## src/rtl/spi_slave_word.sv

```systemverilog
// SPI slave with word-level valid/ready TX and RX interfaces.
// All SPI pins are oversampled on sysClk. Edge strobes are derived from the
// synchronised SCLK, so every SPI action takes effect a few sysClk cycles
// after the pin edge. The master must leave enough sysClk cycles between edges.
module spi_slave_word #(
    parameter int               WIDTH     = 8,
    parameter int               CPOL      = 0,
    parameter int               CPHA      = 0,
    parameter int               MSB_FIRST = 1,
    parameter logic [WIDTH-1:0] FILL      = '1
) (
    input  logic             sysClk,
    input  logic             reset_n,
    input  logic             sclk_i,
    input  logic             cs_n_i,
    input  logic             mosi_i,
    output logic             miso_o,
    output logic             miso_oe_o,
    input  logic [WIDTH-1:0] tx_data,
    input  logic             tx_valid,
    output logic             tx_ready,
    output logic [WIDTH-1:0] rx_data,
    output logic             rx_valid,
    input  logic             rx_ready,
    output logic             rx_overrun,
    output logic             tx_underrun,
    output logic             busy
);

    localparam int             CW        = $clog2(WIDTH);
    localparam logic [CW-1:0]  LAST      = CW'(WIDTH - 1);
    localparam logic           SCLK_IDLE = (CPOL != 0);

    typedef enum logic [1:0] {IDLE, LOAD, SHIFT} state_t;

    state_t           state, state_next;
    logic             sclk_s1, sclk_s2, sclk_h;
    logic             cs_s1, cs_s2, cs_h;
    logic             mosi_s1, mosi_s2, mosi_h;
    logic             sclk_rise, sclk_fall, lead, trail;
    logic             sample_edge, shift_edge, cs_fall, cs_rise;
    logic             load_evt, word_done, reload_pend;
    logic [CW-1:0]    bit_cnt;
    logic [WIDTH-1:0] tx_sh, rx_sh, rx_next, load_word, hold_data;
    logic             hold_full;

    // Bit currently at the wire end of a TX word for the configured order.
    function automatic logic front(input logic [WIDTH-1:0] w);
        return (MSB_FIRST != 0) ? w[WIDTH-1] : w[0];
    endfunction

    // Drop the wire-end bit so the next one moves to the front.
    function automatic logic [WIDTH-1:0] advance(input logic [WIDTH-1:0] w);
        return (MSB_FIRST != 0) ? {w[WIDTH-2:0], 1'b0} : {1'b0, w[WIDTH-1:1]};
    endfunction

    // Two-flop synchronisers plus a history flop. They are preset to idle levels
    // so that leaving reset never produces a false SCLK or CS edge.
    always_ff @(posedge sysClk) begin
        if (!reset_n) begin
            {sclk_s1, sclk_s2, sclk_h} <= {3{SCLK_IDLE}};
            {cs_s1, cs_s2, cs_h}       <= 3'b111;
            {mosi_s1, mosi_s2, mosi_h} <= 3'b000;
        end else begin
            {sclk_s1, sclk_s2, sclk_h} <= {sclk_i, sclk_s1, sclk_s2};
            {cs_s1, cs_s2, cs_h}       <= {cs_n_i, cs_s1, cs_s2};
            {mosi_s1, mosi_s2, mosi_h} <= {mosi_i, mosi_s1, mosi_s2};
        end
    end

    assign sclk_rise   = sclk_s2 & ~sclk_h;
    assign sclk_fall   = ~sclk_s2 & sclk_h;
    assign lead        = (CPOL != 0) ? sclk_fall : sclk_rise;
    assign trail       = (CPOL != 0) ? sclk_rise : sclk_fall;
    assign sample_edge = (CPHA != 0) ? trail : lead;
    assign shift_edge  = (CPHA != 0) ? lead : trail;
    assign cs_fall     = cs_h & ~cs_s2;
    assign cs_rise     = ~cs_h & cs_s2;
    assign busy        = ~cs_s2;
    assign tx_ready    = ~hold_full;

    // mosi_h has the same age as sclk_h, so it holds the bit that was present at the edge.
    assign rx_next = (MSB_FIRST != 0) ? {rx_sh[WIDTH-2:0], mosi_h} : {mosi_h, rx_sh[WIDTH-1:1]};

    // A word accepted in the same cycle as a load goes straight to the shifter.
    assign load_word = hold_full ? hold_data : (tx_valid ? tx_data : FILL);

    // State register.
    always_ff @(posedge sysClk) begin
        if (!reset_n) state <= IDLE;
        else          state <= state_next;
    end

    // Next state, word-load and word-complete strobes. A CS rise overrides everything.
    always_comb begin
        state_next = state;
        load_evt   = 1'b0;
        word_done  = 1'b0;
        case (state)
            IDLE:  if (cs_fall) state_next = LOAD;
            LOAD:  begin
                load_evt   = 1'b1;
                state_next = SHIFT;
            end
            SHIFT: begin
                word_done = sample_edge && (bit_cnt == LAST);
                load_evt  = (CPHA == 0) ? word_done : (shift_edge && reload_pend);
            end
            default: state_next = IDLE;
        endcase
        if (cs_rise) begin
            state_next = IDLE;
            load_evt   = 1'b0;
            word_done  = 1'b0;
        end
    end

    // TX holding register and underrun pulse.
    always_ff @(posedge sysClk) begin
        if (!reset_n) begin
            hold_full   <= 1'b0;
            hold_data   <= '0;
            tx_underrun <= 1'b0;
        end else begin
            tx_underrun <= load_evt & ~hold_full & ~tx_valid;
            if (load_evt)
                hold_full <= 1'b0;
            else if (tx_valid && !hold_full) begin
                hold_data <= tx_data;
                hold_full <= 1'b1;
            end
        end
    end

    // Shifters, bit counter and MISO. tx_sh always holds the next bit to drive at its front.
    always_ff @(posedge sysClk) begin
        if (!reset_n) begin
            miso_o      <= 1'b0;
            miso_oe_o   <= 1'b0;
            tx_sh       <= '0;
            rx_sh       <= '0;
            bit_cnt     <= '0;
            reload_pend <= 1'b0;
        end else if (cs_rise) begin
            miso_o      <= 1'b0;
            miso_oe_o   <= 1'b0;
            bit_cnt     <= '0;
            reload_pend <= 1'b0;
        end else if (state == LOAD) begin
            miso_oe_o   <= 1'b1;
            bit_cnt     <= '0;
            reload_pend <= 1'b0;
            if (CPHA == 0) begin
                miso_o <= front(load_word);
                tx_sh  <= advance(load_word);
            end else begin
                tx_sh  <= load_word;
            end
        end else if (state == SHIFT) begin
            if (shift_edge) begin
                if (load_evt) begin
                    miso_o      <= front(load_word);
                    tx_sh       <= advance(load_word);
                    reload_pend <= 1'b0;
                end else begin
                    miso_o <= front(tx_sh);
                    tx_sh  <= advance(tx_sh);
                end
            end
            if (sample_edge) begin
                rx_sh <= rx_next;
                if (word_done) begin
                    bit_cnt <= '0;
                    if (CPHA == 0) tx_sh <= load_word;
                    else           reload_pend <= 1'b1;
                end else begin
                    bit_cnt <= bit_cnt + 1'b1;
                end
            end
        end
    end

    // RX word output with hold-until-ready. A completion overwrites any unread word.
    always_ff @(posedge sysClk) begin
        if (!reset_n) begin
            rx_data    <= '0;
            rx_valid   <= 1'b0;
            rx_overrun <= 1'b0;
        end else begin
            rx_overrun <= 1'b0;
            if (word_done) begin
                rx_data    <= rx_next;
                rx_valid   <= 1'b1;
                rx_overrun <= rx_valid & ~rx_ready;
            end else if (rx_ready) begin
                rx_valid <= 1'b0;
            end
        end
    end

endmodule

```

## config.mk

```make
export PLATFORM = sky130hd
export DESIGN_NAME = spi_slave_word
export DESIGN_NICKNAME = d
export VERILOG_FILES = /design/src/rtl/spi_slave_word.sv
export SDC_FILE = /design/constraint.sdc
export NUM_CORES = 1
export LEC_CHECK = 0
export ABC_CLOCK_PERIOD_IN_PS = 2300
export BUFFER_PORTS_ARGS = -buffer_cell sky130_fd_sc_hd__clkbuf_2
export CAP_MARGIN = 20
export CORE_MARGIN = 2
export CORE_UTILIZATION = 55
export CTS_CLUSTER_SIZE = 28
export DETAILED_ROUTE_END_ITERATION = 10
export PLACE_DENSITY_LB_ADDON = 0.2
export RECOVER_POWER = 25
export SLEW_MARGIN = 20
export SYNTH_ARGS = -nofsm -noshare
export SYNTH_HDL_FRONTEND = slang
export SYNTH_SLANG_ARGS = --single-unit
```

## constraint.sdc

```tcl
create_clock -name sysClk -period 2.3 [get_ports sysClk]
set_input_delay 0.115 -clock sysClk [delete_from_list [all_inputs] [get_ports sysClk]]
set_output_delay 0.115 -clock sysClk [all_outputs]
set_load 0.05 [all_outputs]
```

Yosys cells after proc, flatten, opt, wreduce, memory -nomap -nowiden
Cells that the tools add are included.
{"block": "op_classes", "n_addsub": 1, "eq_ne": 4, "n_mux": 21, "n_bitwise": 19, "reduce_logical": 17}
{"op": "8-bit 2-to-1 mux", "n": 8}
{"op": "1-bit NOT", "n": 12}
{"op": "2-bit AND reduction", "n": 6}
{"op": "1-bit 2-to-1 mux", "n": 9}
{"op": "1-bit AND", "n": 7}
{"op": "2-bit case mux with 3 select lines", "n": 1}
{"op": "2-bit nonzero test", "n": 3}
{"op": "4-bit AND reduction", "n": 1}
{"op": "2-bit OR reduction", "n": 2}
{"op": "3-bit by 1-bit adder with 3-bit output, second input constant", "n": 1}
{"op": "3-bit == test, second input constant", "n": 1}
{"op": "3-bit 2-to-1 mux", "n": 1}
{"op": "3-bit OR reduction", "n": 1}
{"op": "2-bit by 1-bit == test with 1-bit output, second input constant", "n": 1}
{"op": "2-bit == test, second input constant", "n": 1}
{"op": "1-bit logical AND", "n": 2}
{"op": "2-bit logical NOT", "n": 1}
{"op": "2-bit 2-to-1 mux", "n": 1}
{"op": "2-bit inequality test, second input constant", "n": 1}
{"op": "1-bit case mux with 2 select lines", "n": 1}
{"op": "1-bit logical NOT", "n": 1}
{"block": "totals", "reg_bits": 51, "input_bits": 15, "out_inout_bits": 15, "wordCells": 83}

Depth between registers and ports, before layout
{"block": "depth", "depth_word": 11, "depth_mapped": 8, "depth_no_buf": 7}

Worst setup path before layout
OpenSTA, ideal clock, no wires.
{"block": "synth_path", "path_kind": "flip-flop to flip-flop", "from": "reg bit_cnt[0]", "to": "reg tx_sh[1]", "setup_time_ns": 0.118, "arrival_time_ns": 1.618, "t_required_ns": 2.182, "path_slack_ns": 0.564, "path_stages_with_launch": 9, "n_path_buf": 1, "period_less_slack_ns": 1.736, "path_cell_list": "dfxtp_1 -> ha_1 -> ha_1 -> and4b_4 -> o211ai_2 -> buf_6 -> mux2i_1 -> o211ai_1 -> o2111a_1"}
{"block": "synth_between", "elab_chain_len": 10, "elab_cells_between_ends": 12, "cone_classes": "1 x eq/ne; 10 x mux; 1 x reduce/logical"}
{"item": "start, declared", "line_no": "43", "text": "logic [CW-1:0] bit_cnt;"}
{"item": "start signal, assigned", "line_no": "177", "text": "bit_cnt <= bit_cnt + 1'b1;"}
{"item": "3-bit == test (*)", "line_no": "106", "text": "word_done = sample_edge && (bit_cnt == LAST);"}
{"item": "1-bit logical AND (*)", "line_no": "106"}
{"item": "1-bit case mux with 2 select lines", "line_no": "99", "text": "case (state)"}
{"item": "1-bit 2-to-1 mux", "line_no": "111", "text": "if (cs_rise) begin"}
{"item": "8-bit 2-to-1 mux", "line_no": "161", "text": "if (load_evt) begin"}
{"item": "8-bit 2-to-1 mux", "line_no": "160", "text": "if (shift_edge) begin"}
{"item": "8-bit 2-to-1 mux", "line_no": "172", "text": "if (word_done) begin"}
{"item": "8-bit 2-to-1 mux (*)", "line_no": "170", "text": "if (sample_edge) begin"}
{"item": "8-bit 2-to-1 mux (*)", "line_no": "159", "text": "end else if (state == SHIFT) begin"}
{"item": "8-bit 2-to-1 mux (*)", "line_no": "149", "text": "end else if (state == LOAD) begin"}
{"item": "end signal, assigned", "line_no": "155", "text": "tx_sh <= advance(load_word);"}
{"item": "end signal, assigned", "line_no": "163", "text": "tx_sh <= advance(load_word);"}
{"item": "end signal, assigned", "line_no": "174", "text": "if (CPHA == 0) tx_sh <= load_word;"}
{"item": "end, declared", "line_no": "44", "text": "logic [WIDTH-1:0] tx_sh, rx_sh, rx_next, load_word, hold_data;"}
Every way passes the cells marked *; elsewhere a longest branch is shown, timed or not. The select of a mux whose other input is x is not followed.
A chain may end at the register's enable or synchronous reset.

Final worst setup path
{"block": "layout_path", "from": "reg state[0]", "to": "reg tx_sh[1]"}
{"block": "layout_between", "elab_chain_len": 9, "elab_cells_between_ends": 14, "cone_classes": "2 x eq/ne; 10 x mux; 2 x reduce/logical"}
{"item": "start, declared", "line_no": "36", "text": "state_t state, state_next;"}
{"item": "start signal, assigned", "line_no": "91", "text": "else state <= state_next;"}
{"item": "2-bit == test or 2-bit by 1-bit == test with 1-bit output (tied branches)", "line_no": "99, 159, 149"}
{"item": "1-bit case mux with 2 select lines", "line_no": "99"}
{"item": "1-bit 2-to-1 mux", "line_no": "111"}
{"item": "8-bit 2-to-1 mux", "line_no": "161"}
{"item": "8-bit 2-to-1 mux", "line_no": "160"}
{"item": "8-bit 2-to-1 mux", "line_no": "172"}
{"item": "8-bit 2-to-1 mux", "line_no": "170"}
{"item": "8-bit 2-to-1 mux", "line_no": "159"}
{"item": "8-bit 2-to-1 mux", "line_no": "149"}
Parallel ways exist; a longest one is shown, timed or not. The select of a mux whose other input is x is not followed.

==> results.md <==
* Clock slew at reported path FFs at 0.10 ns
* Main combinational cell family by area after synthesis: simple AND/OR/NAND/NOR gates
* Largest net degree at the start of global routing at 33
* Area growth syn-to-layout at 13.6%
* Reg2reg end: tx_sh[1]$_SDFFE_PN0P_
* Routed WL per cell at 13.8 um
* Fin crit share at 84.3%
* Final worst slack at 0.361 ns
* Setup Fix Bufs, Post-CTS at 0
* Worst IR drop on VDD at 0.483 mV
* Post-Synth XOR/XNOR Area at 0%
* Router iterations before antenna repair at 4
* Final Hold Fails at 0
* Syn nets at 275
* DIE AREA at 4990 um^2
* Max-Cap Viols at 0
* RSZ-0062 raised after global routing: no
* All-Layer GR Usage at 20.5%
* R2R cell count at 8
* Routed wire length at 4650 um
* Share of cells above drive strength 1 at 16.8%
* Least-Margin Pin Slew at 1.25 ns
* Mean post-synth cell area at 9.59 um^2
* Number of global-route vias before repair at 1810
* Status: finished clean
* Placed Area at 2620 um^2
* RR Startpoint: state[0]$_SDFFE_PP0P_
* Crit. End Element: flop
* # DRC at 0
* Diode count at 0
* Power per Cell Area at 682 nW/um^2
* CP max FO at 10
* Simple-gate area share of the yosys netlist at 22.5%
* Gate count of the mapped netlist at 255
* Pre-CTS setup slack at 0.391 ns
* Final min period at 1.94 ns
* Dpl hpwl at 3130 um
* Die height at 70.7 um
* # clock sinks at 51
* Post-Syn Area at 2440 um^2
* First-iteration detailed-routing DRC count at 123
* CTS tree: yes
* Drt via density at 5.52
* Compound-Gate Fraction of Synth Area at 20.0%
* Sum Neg Setup Slack at 0 ns
* Skew final at 0.00470 ns
* Max Freq at 516 MHz
* LEAKAGE at 1.09 nW
* Fin nets at 304
* Worst hold endpoint: rx_overrun$_SDFF_PN0_
* Ports at 30
* Crit Path Category: flop to flop
* Starting density of the core at 56.5%
* Synth area leaders: dfxtp_1 (42%), mux2i_1 (9.4%), nor2b_1 (5.6%), a2bb2oi_2 (4.3%), nand2_1 (3.2%)
* Adder-cell area share of the yosys netlist at 2.56%
* Finished Cell Area at 2780 um^2
* Num CTS Buffers at 5
* Gr ovfl total at 0
* Netlist cell types at 40
* Arr. time, crit path at 2.15 ns
* Hold path depth at 3
* Required time of the critical path at 2.51 ns
* Post-synth ARST share at 0%
* Seq cells post-synth at 51
* Hold Crit Start: rx_ready
* Top cell type's share of synthesized area at 41.8%
* Area of the core at 4320 um^2
* YS warnings at 0
* Clk_lat worst skew at 0.31 ns
* Die X at 70.7 um
* Fillers at 392
* Slew margin rel. at 16.6%
* CTS root buffer: clkbuf_8
* Mux cell area share after synthesis at 9.42%
* First-pass GRT wire length at 8310 um
* Sequential element share of the synthesized area at 41.8%
* Fin. max-slew vios at 0
* Synth Flop Type: dfxtp_1
* Tot Pwr at 1.90 mW
* R2r setup slk at 0.36 ns
* Gpl congestion at 0.739
* Startpoint types: flop
* Largest area contributor in the netlist: dfxtp_1
* Port Buffers at 29
* H-tree depth at 2
* Initial antenna violation count at 0
* Num rows at 24
* DRT antenna net count at 0
* Worst Hold Class: input port to flop
* Vias at 1860
* Max Root-Sink Buffers at 2
* Post-synth EDFFs at 0
* Final setup vio count at 0
## registers in the layout, indices dropped and copies added, names as in the netlist, 2 cells and up
signal     cells
bit_cnt        3
hold_data      8
rx_data        8
rx_sh          7
state          2
tx_sh          8
## layout make-up
type / instances / area (um^2) / share of cell area, %
clock buffer: 5 / 68.8 / 2.48
clock inverter: 3 / 71.3 / 2.57
inverter: 4 / 15.0 / 0.541
multi-input combinational: 184 / 1330 / 47.9
sequential: 51 / 1020 / 36.8
tap: 52 / 65.1 / 2.34
timing repair buffer: 38 / 206 / 7.43
## repair_timing
| item | in CTS | in global routing |
|---|---|---|
| hold buffers | 3 | 0 |
| endpoints found under the hold margin | 3 | 0 |
| setup endpoints to repair | 0 | 0 |
| resized for setup | 0 | 0 |
## through the flow
| step | hold slack [ns] | std cells | utilization (%) |
|---|---|---|---|
| 5_1_grt | 0.0693 | 337 | 64.2 |
| 6_report | 0.0733 | 337 | 64.2 |
| 3_5_place_dp | 0.305 | 326 | 60.6 |
| 4_1_cts | 0.0626 | 337 | 64.6 |
| 3_3_place_gp | 0.303 | 326 | 60.6 |
| 2_1_floorplan | 0.216 | 255 | - |
## routing by layer
layer  routed length [um]  GRT usage, %  share of wire, %
met3                  153          5.98               3.3
met1                 2340          27.6                50
met2                 2110          32.7                45
met5                    0             0                 0
met4                   48          5.03               1.0
## cells in the final DEF, fill, tap and decap left out, types with 8 or more instances in the layout
cell type   n
dfxtp_1    51
mux2i_1    23
nor2b_1    22
nand2_1    21
clkbuf_2   21
nor2_1     14
nor3_1     13
a21boi_0    9
clkbuf_1    9
nand2b_1    8
o21ai_0     8
## report_power, final
part           switching, mW  internal (mW)
sequential            0.0213          0.911
clock                  0.315          0.441
combinational          0.113         0.0936
## cell usage after synthesis, types with 2 or more instances
cell type and count:
dfxtp_1 51, mux2i_1 23, nor2b_1 22, nand2_1 21
nor2_1 14, nor3_1 13, a21boi_0 9, buf_2 9
nand2b_1 8, o21ai_0 8, a22oi_1 7, a2bb2oi_2 7
o2111a_1 7, o211ai_1 7, a21oi_1 6, and2_1 6
clkbuf_1 6, ha_1 5, inv_1 3, nand3_1 2
nor3b_1 2
## cells by family (layout without fill, tap and decap cells)
family | Yosys count | count (layout)
AOI/OAI and AO/OA | 58 | 58
adders and majority gates | 5 | 5
buffers and inverters | 20 | 50
DFF | 51 | 51
muxes | 23 | 23
and+or+nand+nor | 98 | 98
## critical path: stages (launching register included)
cell      delay (ns)
dfxtp_1         0.38
inv_1           0.09
ha_1            0.27
and4b_4         0.24
o211ai_2        0.13
buf_4           0.24
mux2i_1         0.22
o211ai_1        0.10
o2111a_1        0.17
## how the worst max path moves through the flow
stage	from	to	slack, ns
after floorplan	bit_cnt[0]$_SDFFE_PP0P_	tx_sh[1]$_SDFFE_PN0P_	0.56
after global placement	bit_cnt[0]$_SDFFE_PP0P_	tx_sh[3]$_SDFFE_PN0P_	0.43
after detailed placement	state[0]$_SDFFE_PP0P_	tx_sh[3]$_SDFFE_PN0P_	0.39
after CTS	state[0]$_SDFFE_PP0P_	tx_sh[1]$_SDFFE_PN0P_	0.37
after global routing	state[0]$_SDFFE_PP0P_	tx_sh[6]$_SDFFE_PN0P_	0.21
final	state[0]$_SDFFE_PP0P_	tx_sh[1]$_SDFFE_PN0P_	0.36
(Power assumes the default switching activity.)
